--- src/rtl/wb_regfile.sv ---
// Writeback stage and architectural register file: selects the writeback value,
// commits it, and serves two ID read ports with same-cycle write-through bypass.
module wb_regfile #(
    parameter int unsigned NREGS = 32,
    parameter int unsigned WIDTH = 32,
    parameter int unsigned CNTW  = 32
) (
    input  logic             clk,
    input  logic             rstn,
    input  logic             wwreg,
    input  logic             wm2reg,
    input  logic [4:0]       wdestReg,
    input  logic [WIDTH-1:0] wr,
    input  logic [WIDTH-1:0] wdo,
    input  logic [4:0]       rs,
    input  logic [4:0]       rt,
    output logic [WIDTH-1:0] qa,
    output logic [WIDTH-1:0] qb,
    output logic [WIDTH-1:0] wbData,
    output logic             wbValid,
    output logic [CNTW-1:0]  wbCount
);

    logic [WIDTH-1:0] regs [NREGS];
    logic             commit_c;

    assign wbData   = wm2reg ? wdo : wr;
    // Reset blocks both the write and the bypass; r0 is never written.
    assign commit_c = rstn && wwreg && (wdestReg != 5'd0);

    // Register array, commit strobe and committed-write counter
    always_ff @(posedge clk) begin
        if (!rstn) begin
            regs    <= '{default: '0};
            wbValid <= 1'b0;
            wbCount <= '0;
        end else begin
            if (commit_c) begin
                regs[wdestReg] <= wbData;
                wbCount        <= wbCount + CNTW'(1);
            end
            wbValid <= commit_c;
        end
    end

    // Read port A with write-through bypass
    always_comb begin
        qa = '0;
        if (rs != 5'd0) begin
            if (commit_c && (wdestReg == rs)) qa = wbData;
            else                              qa = regs[rs];
        end
    end

    // Read port B with write-through bypass
    always_comb begin
        qb = '0;
        if (rt != 5'd0) begin
            if (commit_c && (wdestReg == rt)) qb = wbData;
            else                              qb = regs[rt];
        end
    end

endmodule
--- config.mk ---
export PLATFORM = sky130hd
export DESIGN_NAME = wb_regfile
export DESIGN_NICKNAME = d
export VERILOG_FILES = /design/src/rtl/wb_regfile.sv
export SDC_FILE = /design/constraint.sdc
export NUM_CORES = 2
export LEC_CHECK = 0
export CORE_MARGIN = 2
export CORE_UTILIZATION = 25
export DETAILED_ROUTE_END_ITERATION = 10
export DONT_BUFFER_PORTS = 1
export GPL_TIMING_DRIVEN = 0
export PLACE_DENSITY_LB_ADDON = 0.15
export SLEW_MARGIN = 10
export SYNTH_ARGS = -nofsm -noshare
export SYNTH_HDL_FRONTEND = slang
export SYNTH_SLANG_ARGS = --single-unit
export TNS_END_PERCENT = 30
--- constraint.sdc ---
create_clock -name clk -period 4.15 [get_ports clk]
set_clock_uncertainty 0.1 [all_clocks]
set_input_delay 0.83 -clock clk [delete_from_list [all_inputs] [get_ports clk]]
set_output_delay 0.83 -clock clk [all_outputs]
set_load 0.05 [all_outputs]
; Word level (Yosys, flattened, before mapping)
; Cells that the tools add are included.
[word_totals]
ff_bits = 1057
out_inout_bits = 129
elab_cells = 66
[classes]
n_addsub = 1
n_lt_le_gt_ge = 4
n_eq_ne = 2
n_mux = 14
bitwise = 3
n_reduce_logical = 8
[op_table]
columns = operator, count
row1 = $bwmux 1024, 1
row2 = $bmux 32 s5, 2
row3 = $mux 32, 10
row4 = $demux 32 s5, 1
row5 = $add 32x1->32 const B, 1
row6 = $ge 6x6->1 const B, 3
row7 = $not 5->6, 3
row8 = $reduce_bool 5->1, 3
row9 = $eq 5x5->1, 2
row10 = $lt 6x1->1 const B, 1
row11 = $logic_and 1x1->1, 5

; Longest topological paths before layout
[logic_depth]
depth_word = 6
ltp_mapped = 9
depth_no_buf = 6

; Worst setup path after synthesis
; Ideal clock, no wire load.
[synth_path]
kind = input port to output port
start = input rt[0]
end = output qb[14]
t_arrival_ns = 3.376
setup_slack_ns = -0.156
stages = 8
path_cell_list = buf_2 buf_2 buf_2 nor2_1 nor4b_1 buf_2 buf_1 a211oi_1
[synth_between]
elab_chain_len = 6
word_cells_on_any_way = 9
classes_between = eq/ne (1) / mux (5) / bitwise (1) / reduce/logical (2)
[synth_lines]
columns = element, line_no
row1 = start: declaration, 16  ; input logic [4:0] rt,
row2 = $not 5->6 (implied by the code), 60  ; else qb = regs[rt];
row3 = $bmux 32 s5, 60
row4 = $mux 32 (implied by the code) (2 in a row), 60
row5 = $mux 32, 59  ; if (commit_c && (wdestReg == rt)) qb = wbData;
row6 = $mux 32 (*), 58  ; if (rt != 5'd0) begin
row7 = end: declaration, 18  ; output logic [WIDTH-1:0] qb,
; Mark *: on every way between the ends. The rest lies on a longest branch, timed or not. The select of a mux whose other input is x is not followed.

; Worst setup path after layout
[layout_path]
start = input wdestReg[0]
end = output qb[9]
[layout_between]
elab_chain_len = 5
word_cells_on_any_way = 6
classes_between = eq/ne (1) / mux (2) / reduce/logical (3)
[layout_lines]
columns = element, line_no
row1 = start: declaration, 12  ; input logic [4:0] wdestReg,
row2 = $reduce_bool 5->1, 29  ; assign commit_c = rstn && wwreg && (wdestReg != 5'd0);
row3 = $logic_and 1x1->1, 29
row4 = $logic_and 1x1->1 (*), 59
row5 = $mux 32 (*), 59
row6 = $mux 32 (*), 58
; Mark *: on every way between the ends. The rest lies on a longest branch, timed or not.

==> results.json <==
{
  "rsz0062_at_grt": "true",
  "ys.flop_type": "dfxtp_1",
  "worst_pin_slew_ns": 1.36,
  "wl_mm": 337,
  "clk_latency_ns": 0.80,
  "synth.area.top_cells": "dfxtp_1, mux4_2, a211oi_1",
  "dp_hpwl_mm": 256,
  "ir_drop_v": 0.000470,
  "ys_types": 67,
  "endpoint_kind": "primary output",
  "synth_area_leader_cell": "dfxtp_1",
  "synthCells": 5142,
  "die_h_microns": 461,
  "gp_congestion": 1.04,
  "viasPerCell": 6.00,
  "vias": 49300,
  "start_util_pct": 25.2,
  "drt_iter0_markers": 6864,
  "final_common_cell": "nor2_1",
  "hold_viol": 0,
  "crit_type": "in2out",
  "status": "complete, but fails checks",
  "leakage_nw": 19.6,
  "area_growth_pct": 22.2,
  "ant_nets": 0,
  "cp-start-kind": "input port",
  "seqCellArea_sq_um": 21200,
  "chipWidth_microns": 461,
  "power_density_nw_per_um2": 404,
  "cap_viol_max_count": 0,
  "power_w": 0.0258,
  "ios": 212,
  "finalSetupTns_ns": -4.29,
  "drive_gt1_share_pct": 22.6,
  "cts_max_path_buffers": 3,
  "relSlewSlack_pct": 9.18,
  "final_nets": 5410,
  "dieArea_sq_um": 213000,
  "post-route-period-util_pct": 105,
  "dpl_worst_slack_ns": -2.06,
  "setup_ws_ns": -0.206,
  "grt_max_degree": 17,
  "min_period_ns": 4.36,
  "final-setup-viol-count": 60,
  "drcViolationCount": 0,
  "grt_remaining_overflow": 0,
  "ys_seq_elements": 1057,
  "htreeDepth": 4,
  "clk_pin_slew_ns": 0.06,
  "tritoncts": "built",
  "grt_first_pass_wirelength_mm": 440,
  "mappedNetlistArea_sq_um": 52300,
  "finalMaxSlewViolations": 0,
  "antenna_found_initial": 21,
  "layout_common_cells": "nor2_1, dfxtp_1, a211oi_1",
  "clock_sinks": 1057,
  "rows": 167,
  "grt_usage_pct": 30.9,
  "synth_fp_nets": 5226,
  "yosysSeqAreaShare_pct": 40.5,
  "syn_area_per_cell_sq_um": 10.2,
  "multi_input_area_sq_um": 30100,
  "holdBufCountCts": 0,
  "cts_made_buffers": 133,
  "drt_pass1_iterations": 7,
  "crit_arrival_ns": 3.43,
  "synth_edf_count": 0,
  "required_ns": 3.22,
  "path_max_fanout": 7,
  "synth-async-reset-ratio_pct": 0,
  "failed_checks": "setup timing",
  "clockRootBuffer": "clkbuf_16",
  "ys_warn_count": 0,
  "dp_cells": 7955,
  "coreArea_sq_um": 207000,
  "hold_class": "in2reg",
  "synth.top_cell.area_share_pct": 40.5,
  "fill_cells": 21500,
  "wl_per_cell_microns": 41.1,
  "fin_cells": 8214,
  "grt_pass1_vias": 46000,
  "max_freq_mhz": 230,
  "io_buffers": 0
}
[flip-flops by register name, indices dropped and copies added (netlist names)]
name,count
wbValid,1
regs,1024
wbCount,32
[layout make-up]
type	count	share of cell area (%)
diodes	6	0.0235
plain buffers	605	6.17
clock buffers	198	6.20
clock inverters	31	0.533
inverters	45	0.274
multi-input cells	3428	47.1
flip-flops and latches	1057	33.1
well taps	2788	5.46
repair buffers	56	1.09
[cell usage after synthesis, drive strengths merged, types with 2 or more instances]
cell type  instances
mux2              15
o211ai            10
and3               8
nand2b            15
a31oi              4
a211oi          1019
inv               42
mux4             477
nand2             88
nor4b              3
or3                8
nand3             38
and4               3
and2              36
or4               10
o21ai             43
dfxtp           1057
a221oi            17
mux2i            114
o31ai             13
a22o               7
a22oi             93
nor3              11
nor2            1087
nor2b             10
and3b              3
buf              164
o221ai             6
o32a               7
nand4              9
o21a               5
xnor2             14
clkinv             3
o211a             15
nor4              10
o22ai            123
o311ai             2
clkbuf           448
or2                9
xor2              13
a211o              5
a21oi             60
a221o              5
[metrics by stage]
| step | hold WS [ns] | utilization [%] | cell area [sq um] |
|---|---|---|---|
| 4_1_cts | 0.270 | 30.6 | 63400 |
| 3_3_place_gp | 0.357 | 26.9 | 55800 |
| 5_1_grt | 0.295 | 30.8 | 63900 |
| 2_1_floorplan | 0.340 | - | 52300 |
| 3_5_place_dp | 0.365 | 27.3 | 56700 |
| 6_report | 0.298 | 30.8 | 63900 |
[final timing paths]
path                           start                  endpoint  slack, ns  depth (start not counted)
max                      wdestReg[0]                     qb[9]      -0.21                         10
min                           wr[24]     regs[88]$_SDFFE_PN0P_       0.30                          2
max reg2reg  wbCount[4]$_SDFFE_PN0P_  wbCount[31]$_SDFFE_PN0P_       1.15                          7
min reg2reg  regs[1001]$_SDFFE_PN0P_   regs[1001]$_SDFFE_PN0P_       0.38                          1
[power by group]
group	internal, W	switching [W]	total [W]
clock network	0.00689	0.00497	0.0119
registers	0.0102	0.0000746	0.0103
logic	0.000881	0.00274	0.00362
[logic make-up (layout without fill, tap and decap cells)]
group / count (synthesis) / after routing / share of synthesized area, %
multiplexers: 606 / 606 / 23.1
XOR/XNOR: 27 / 27 / 0.452
buffers and inverters: 657 / 935 / 5.16
other: 0 / 6 / 0
AO/OA/AOI/OAI: 1444 / 1444 / 20.3
AND/OR/NAND/NOR: 1350 / 1350 / 10.6
flip-flops: 1057 / 1057 / 40.5
adder cells (fa/ha/maj): 1 / 1 / 0.0239
[worst max-delay path: stages]
cell and delay (ns):
buf_12 0.11, or2_4 0.13, buf_12 0.09, o211ai_4 0.15
buf_12 0.20, o31ai_4 0.60, buf_6 0.26, buf_6 0.14
o22ai_1 0.12, a211oi_4 0.76
[timing repair]
| action | in CTS | in global routing |
|---|---|---|
| gates resized for setup | 625 | 76 |
| pin swaps | 41 | 16 |
| endpoints found under the setup margin | 90 | 63 |
| buffers inserted | 23 | 8 |
[routing by layer]
layer | GRT usage (%) | routed length [microns] | vias up
met3 | 8.36 | 33600 | 887
li1 | - | - | 20000
met4 | 21.5 | 28600 | 16
met2 | 47.0 | 147000 | 3161
met1 | 38.0 | 128000 | 25200
met5 | 0 | 118 | -
(Power assumes the default switching activity.)
